<file path="config.mk">
export PLATFORM = sky130hd
export DESIGN_NAME = out_wrapper_flat
export DESIGN_NICKNAME = d
export VERILOG_FILES = /design/src/rtl/out_wrapper_pkg.sv /design/src/rtl/out_wrapper_if.sv /design/src/rtl/out_wrapper_cu.sv /design/src/rtl/out_wrapper_dp.sv /design/src/rtl/out_wrapper.sv /design/src/flat_wrapper.sv
export SDC_FILE = /design/constraint.sdc
export NUM_CORES = 1
export LEC_CHECK = 0
export CAP_MARGIN = 20
export CORE_MARGIN = 2
export CORE_UTILIZATION = 25
export CTS_BUF_LIST = sky130_fd_sc_hd__clkbuf_4
export DETAILED_ROUTE_END_ITERATION = 16
export MAX_ROUTING_LAYER = met4
export RECOVER_POWER = 100
export SKIP_CTS_REPAIR_TIMING = 1
export SYNTH_ARGS = -nofsm -noshare
export SYNTH_HDL_FRONTEND = slang
export SYNTH_SLANG_ARGS = --single-unit
</file>
<file path="constraint.sdc">
create_clock -name clk -period 1.8 [get_ports clk]
set_clock_uncertainty 0.15 [all_clocks]
set_input_delay 0.36 -clock clk [delete_from_list [all_inputs] [get_ports clk]]
set_output_delay 0.36 -clock clk [all_outputs]
set_load 0.03 [all_outputs]
</file>
<file path="src/rtl/out_wrapper_pkg.sv">
// Shared types and constants for the FP result output wrapper.
// State encoding covers the optional flag-word states of OUT_WRAPPER_FLAGS_EN.
package out_wrapper_pkg;

    localparam int WIDTH_DEF  = 32;
    localparam int FLAG_W_DEF = 5;

    // Bit positions inside the captured exception flag field
    localparam int FLAG_INEXACT   = 0;
    localparam int FLAG_UNDERFLOW = 1;
    localparam int FLAG_OVERFLOW  = 2;
    localparam int FLAG_DIVZERO   = 3;
    localparam int FLAG_INVALID   = 4;

    typedef enum logic [2:0] {
        ST_IDLE  = 3'd0,
        ST_SEND  = 3'd1,
        ST_REL   = 3'd2,
        ST_FSEND = 3'd3,
        ST_FREL  = 3'd4
    } state_e;

    function automatic logic is_busy(input state_e s);
        return s != ST_IDLE;
    endfunction

endpackage

</file>
<file path="src/rtl/out_wrapper_if.sv">
// Result-in / bus-out handshake bundle of the output wrapper.
// master = the wrapper, slave = FP core plus bus consumer.
interface out_wrapper_if
    import out_wrapper_pkg::*;
#(
    parameter int WIDTH  = WIDTH_DEF,
    parameter int FLAG_W = FLAG_W_DEF
);

    logic              resValid;
    logic [WIDTH-1:0]  resData;
    logic [FLAG_W-1:0] fpFlags;
    logic              resAccept;
    logic [WIDTH-1:0]  outBus;
    logic              outReady;
    logic              outAccepted;
    logic              outBusy;

    modport master (
        input  resValid,
        input  resData,
        input  fpFlags,
        input  outAccepted,
        output resAccept,
        output outBus,
        output outReady,
        output outBusy
    );

    modport slave (
        output resValid,
        output resData,
        output fpFlags,
        output outAccepted,
        input  resAccept,
        input  outBus,
        input  outReady,
        input  outBusy
    );

endinterface

</file>
<file path="src/rtl/out_wrapper_cu.sv">
// Output wrapper control: 4-phase handshake FSM and Moore decode.
// OUT_WRAPPER_FLAGS_EN adds the FSEND/FREL flag-word phase.
module out_wrapper_cu
    import out_wrapper_pkg::*;
(
    input  logic clk,
    input  logic rst,
    input  logic res_valid,
    input  logic out_accepted,
    output logic load,
    output logic sel_flags,
    output logic res_accept,
    output logic out_ready,
    output logic out_busy
);

    state_e state_q;
    state_e state_d;

    always_ff @(posedge clk or posedge rst) begin
        if (rst) begin
            state_q <= ST_IDLE;
        end else begin
            state_q <= state_d;
        end
    end

    always_comb begin
        state_d = state_q;
        unique case (state_q)
            ST_IDLE: begin
                if (res_valid) begin
                    state_d = ST_SEND;
                end
            end
            ST_SEND: begin
                if (out_accepted) begin
                    state_d = ST_REL;
                end
            end
            ST_REL: begin
                if (!out_accepted) begin
`ifdef OUT_WRAPPER_FLAGS_EN
                    state_d = ST_FSEND;
`else
                    state_d = ST_IDLE;
`endif
                end
            end
`ifdef OUT_WRAPPER_FLAGS_EN
            ST_FSEND: begin
                if (out_accepted) begin
                    state_d = ST_FREL;
                end
            end
            ST_FREL: begin
                if (!out_accepted) begin
                    state_d = ST_IDLE;
                end
            end
`endif
            default: begin
                state_d = ST_IDLE;
            end
        endcase
    end

    // Only IDLE takes a result, so a held word is never overwritten
    assign res_accept = (state_q == ST_IDLE);
    assign load       = res_accept & res_valid;
    assign out_busy   = is_busy(state_q);

`ifdef OUT_WRAPPER_FLAGS_EN
    assign out_ready = (state_q == ST_SEND) | (state_q == ST_FSEND);
    assign sel_flags = (state_q == ST_FSEND) | (state_q == ST_FREL);
`else
    assign out_ready = (state_q == ST_SEND);
    assign sel_flags = 1'b0;
`endif

endmodule

</file>
<file path="src/rtl/out_wrapper_dp.sv">
// Output wrapper datapath: result/flag capture registers and outBus mux.
// Flag register exists only with OUT_WRAPPER_FLAGS_EN.
module out_wrapper_dp
    import out_wrapper_pkg::*;
#(
    parameter int WIDTH  = WIDTH_DEF,
    parameter int FLAG_W = FLAG_W_DEF
)(
    input  logic              clk,
    input  logic              rst,
    input  logic              load,
    input  logic              sel_flags,
    input  logic [WIDTH-1:0]  res_data,
    input  logic [FLAG_W-1:0] fp_flags,
    output logic [WIDTH-1:0]  out_bus
);

    logic [WIDTH-1:0] res_q;
    logic [WIDTH-1:0] res_d;

    always_comb begin
        res_d = res_q;
        if (load) begin
            res_d = res_data;
        end
    end

    always_ff @(posedge clk or posedge rst) begin
        if (rst) begin
            res_q <= '0;
        end else begin
            res_q <= res_d;
        end
    end

`ifdef OUT_WRAPPER_FLAGS_EN
    logic [FLAG_W-1:0] flag_q;
    logic [FLAG_W-1:0] flag_d;

    always_comb begin
        flag_d = flag_q;
        if (load) begin
            flag_d = fp_flags;
        end
    end

    always_ff @(posedge clk or posedge rst) begin
        if (rst) begin
            flag_q <= '0;
        end else begin
            flag_q <= flag_d;
        end
    end

    // Flag word is zero-extended into the low bits of the bus
    assign out_bus = sel_flags ? {{(WIDTH-FLAG_W){1'b0}}, flag_q}
                               : res_q;
`else
    logic unused_dp;
    assign unused_dp = ^{fp_flags, sel_flags};
    assign out_bus   = res_q;
`endif

endmodule

</file>
<file path="src/rtl/out_wrapper.sv">
// Output-side wrapper of the FP datapath: result capture to 4-phase outBus.
// Optional flag word after each result: define OUT_WRAPPER_FLAGS_EN.
module out_wrapper
    import out_wrapper_pkg::*;
#(
    parameter int WIDTH  = WIDTH_DEF,
    parameter int FLAG_W = FLAG_W_DEF
)(
    input  logic       clk,
    input  logic       rst,
    out_wrapper_if.master bus
);

    logic             load;
    logic             sel_flags;
    logic             res_accept;
    logic             out_ready;
    logic             out_busy;
    logic [WIDTH-1:0] out_bus;

    out_wrapper_cu u_cu (
        .clk          (clk),
        .rst          (rst),
        .res_valid    (bus.resValid),
        .out_accepted (bus.outAccepted),
        .load         (load),
        .sel_flags    (sel_flags),
        .res_accept   (res_accept),
        .out_ready    (out_ready),
        .out_busy     (out_busy)
    );

    out_wrapper_dp #(
        .WIDTH  (WIDTH),
        .FLAG_W (FLAG_W)
    ) u_dp (
        .clk       (clk),
        .rst       (rst),
        .load      (load),
        .sel_flags (sel_flags),
        .res_data  (bus.resData),
        .fp_flags  (bus.fpFlags),
        .out_bus   (out_bus)
    );

    assign bus.resAccept = res_accept;
    assign bus.outReady  = out_ready;
    assign bus.outBusy   = out_busy;
    assign bus.outBus    = out_bus;

endmodule

</file>
<file path="src/flat_wrapper.sv">
// flat-port wrapper written by rule: the top's interface ports become plain ports
module out_wrapper_flat import out_wrapper_pkg::*;
#(
    parameter int WIDTH  = WIDTH_DEF,
    parameter int FLAG_W = FLAG_W_DEF
)
  (clk, rst, bus_resValid, bus_resData, bus_fpFlags, bus_outAccepted, bus_resAccept, bus_outBus, bus_outReady, bus_outBusy);
  out_wrapper_if #(.WIDTH(WIDTH), .FLAG_W(FLAG_W)) bus_i ();
  input  logic clk;
  input  logic rst;
  input wire logic [$bits(bus_i.resValid)-1:0] bus_resValid;
  input wire logic [$bits(bus_i.resData)-1:0] bus_resData;
  input wire logic [$bits(bus_i.fpFlags)-1:0] bus_fpFlags;
  input wire logic [$bits(bus_i.outAccepted)-1:0] bus_outAccepted;
  output wire logic [$bits(bus_i.resAccept)-1:0] bus_resAccept;
  output wire logic [$bits(bus_i.outBus)-1:0] bus_outBus;
  output wire logic [$bits(bus_i.outReady)-1:0] bus_outReady;
  output wire logic [$bits(bus_i.outBusy)-1:0] bus_outBusy;
  assign bus_i.resValid = bus_resValid;
  assign bus_i.resData = bus_resData;
  assign bus_i.fpFlags = bus_fpFlags;
  assign bus_i.outAccepted = bus_outAccepted;
  assign bus_resAccept = bus_i.resAccept;
  assign bus_outBus = bus_i.outBus;
  assign bus_outReady = bus_i.outReady;
  assign bus_outBusy = bus_i.outBusy;
  out_wrapper #(.WIDTH(WIDTH), .FLAG_W(FLAG_W)) u_core (.clk(clk), .rst(rst), .bus(bus_i));
endmodule
</file>
==> results.md <==
* First-pass GRT wire length at just under 5000 um
* Kind of critical path: flip-flop to flip-flop
* RSZ-0062 raised after global routing: false
* Area after DPL at ~2100 sq um
* Final core utilization at roughly two fifths
* HPWL Detailed at approximately 2200 um
* Root Buffer: clkbuf_4
* Largest net degree at the start of global routing at 35
* Yosys cell types at 12
* Clock latency on the worst-skew pair at 0.33 ns
* Area Growth Syn to Fin at 49.8%
* Worst Path Required at around 1.9 ns
* Slew @ Worst Pin at roughly 0.83 ns
* Clock slew at reported path FFs at approximately 0.11 ns
* FMAX at between 500 and 600 MHz
* P per Cell Area at approximately 1900 nW/um^2
* Clk buf depth at 2
* Maximum VDD drop at approximately 0.76 mV
* Vias in the first global route at 1026
* Arrival @ worst endpoint at 1.78 ns
* Count of final setup violators at 0
* Syn Nets at 120
* Vias at around 930
* H-tree lvl count at 2
* Tcrit/Tclk final at between 90% and 100%
* Fill count at 538
* Syn Area/Cell at 16.6 sq um
* Worst reg2reg path depth at 4
* Die X at 76.5 um
* Synth Cell Area at ~1300 sq um
* Logic pwr share at between 50% and 60%
* Non-Filler Instances at 229
* Final min period at 1.71 ns
* Post-synthesis register bit count at 34
* Num CTS Buffers at 5
* Hold Path Class: flip-flop to flip-flop
* CTS tree: yes
* Reg power frac at ~36%
* Status: finished clean
* Initial core utilization at between 20 and 30%
* Port buffer count at 70
* Row count at 26
* Die Ht at about 76 um
* P_sw at ~1.7 mW
* Final #Nets at between 150 and 200
* Normalized max-slew margin at between 40% and 50%
* Layout cells sized above 1 at 28.3%
* GPL Wtd Cong at ~0.65
* Critical Path Most Common Cell: buf_4
* Sw Share at between 40% and 50%
* Critical-path maximum fanout at 11
* Ports at 76
* Leakage at slightly above 0.8 nW
* Critical path endpoint category: flip-flop
* Most frequent cells in the layout: clkdlybuf4s50_1 (34), dfrtp_1 (34), clkbuf_1 (32)
* Total grt overflow at 0
* Crit path max-delay cell type: dfrtp_1
* Initial antenna violation count at 0
* Final instance area at roughly 2000 sq um
* Die area at roughly 5900 sq um
* Design Power at about 3.7 mW
* Pins Over Slew Limit at 0
* Yosys Warn Count at 0
* GR Util All Layers at 10.9%
* ANT nets after route at 0
* Placed Cells at between 200 and 250
* DRC violation count after routing at 0
* Cell Chain, Critical Path: buf_4, nor3b_2, buf_4, mux2_2
* Multi-input logic area at ~420 sq um
* Final hold vios at 0
* FF/Latch Area at 851 sq um
* CP max stage delay at roughly 0.4 ns
* WHS at 0.346 ns
* Antenna cells at 0
* Max-cap check violation count at 0
* Drt first pass iters at 1
* CTS sink cnt at 34
* Power share of the clock group at 10.9%
* Sequential fraction of the synthesis area at between 60% and 70%
* Core area at between 5000 and 6000 sq um
* Routed WL at about 2900 um
* Setup crit start kind: flip-flop
* Internal at 1.98 mW
* Via density at 4.07
* Hold path cells at 1
* WL/cell at between 10 and 15 um
* Syn Inst Count at 79
* Initial DRC count at 0
-- metal layers --
metal / share of wire (%) / vias up / routed length [um] / track usage (%)
met2: 51 / 43 / 1490 / 18.2
met3: 8.4 / 5 / 244 / 4.15
li1: - / 430 / - / -
met1: 38 / 453 / 1100 / 11.3
met5: 0 / - / 0 / -
met4: 2.2 / 0 / 64 / 5.45
-- cell usage after synthesis, drive strengths merged --
cell type	count	area share, %
dfrtp	34	65
mux2	32	27
buf	3	2.6
inv	2	0.57
nand2b	2	0.95
a21oi	1	0.38
and2b	1	0.57
nor2	1	0.29
nor2b	1	0.48
nor3b	1	1.4
o21a	1	0.57
-- final cells by class --
class,instances,share of cell area (%)
clock buffers,5,1.91
clock inverters,3,0.826
inverters,2,0.381
multi-input cells,40,21.2
flip-flops and latches,34,43.2
well taps,70,4.45
repair buffers,75,28.0
-- metrics by stage --
step | TNS [ns] | worst slack [ns]
after global routing | 0 | 0.00297
after global placement | -3.78 | -0.149
after floorplan | 0 | 0.113
final | 0 | 0.0860
after CTS | -3.73 | -0.295
after detailed placement | -5.07 | -0.192
-- state kept, by name, indices dropped and copies added, names as in the netlist --
signal / cells
u_core.u_cu.state_q: 2
u_core.u_dp.out_bus: 32
-- power by group through the flow --
stage / registers, mW / logic [mW] / clock network [mW]
after global routing: 1.39 / 2.07 / 0.466
final: 1.33 / 1.95 / 0.400
after detailed placement: 1.36 / 2.45 / 0
after CTS: 1.34 / 2.45 / 0.431
after floorplan: 2.11 / 0.651 / 0
after global placement: 1.33 / 2.42 / 0
-- final timing paths --
| path | start | end | slack [ns] |
|---|---|---|---|
| worst max-delay path | u_core.u_cu.state_q[0] | u_core.u_dp.out_bus[15] | 0.09 |
| worst min-delay path | u_core.u_dp.out_bus[23] | u_core.u_dp.out_bus[23] | 0.35 |
| worst max register to register | u_core.u_cu.state_q[0] | u_core.u_dp.out_bus[15] | 0.09 |
| worst min register to register | u_core.u_dp.out_bus[23] | u_core.u_dp.out_bus[23] | 0.35 |
| max in group asynchronous | rst | u_core.u_dp.out_bus[15] | 0.42 |
| min in group asynchronous | rst | u_core.u_dp.out_bus[5] | 0.56 |
-- critical path: cells and delay by family (launching register included) --
| family | cells | cell delay (ns) |
|---|---|---|
| buffers and inverters | 2 | 0.41 |
| flip-flops | 1 | 0.40 |
| multiplexers | 1 | 0.35 |
| AND/OR/NAND/NOR | 1 | 0.29 |
-- logic make-up (layout without fill, tap and decap cells) --
family | Yosys count | in the layout | synth area share (%)
and+or+nand+nor | 6 | 6 | 3.71
buffers and inverters | 5 | 85 | 3.14
AOI/OAI and AO/OA | 2 | 2 | 0.952
DFF | 34 | 34 | 64.8
muxes | 32 | 32 | 27.4
No activity file was read; power rests on OpenSTA's default activity.
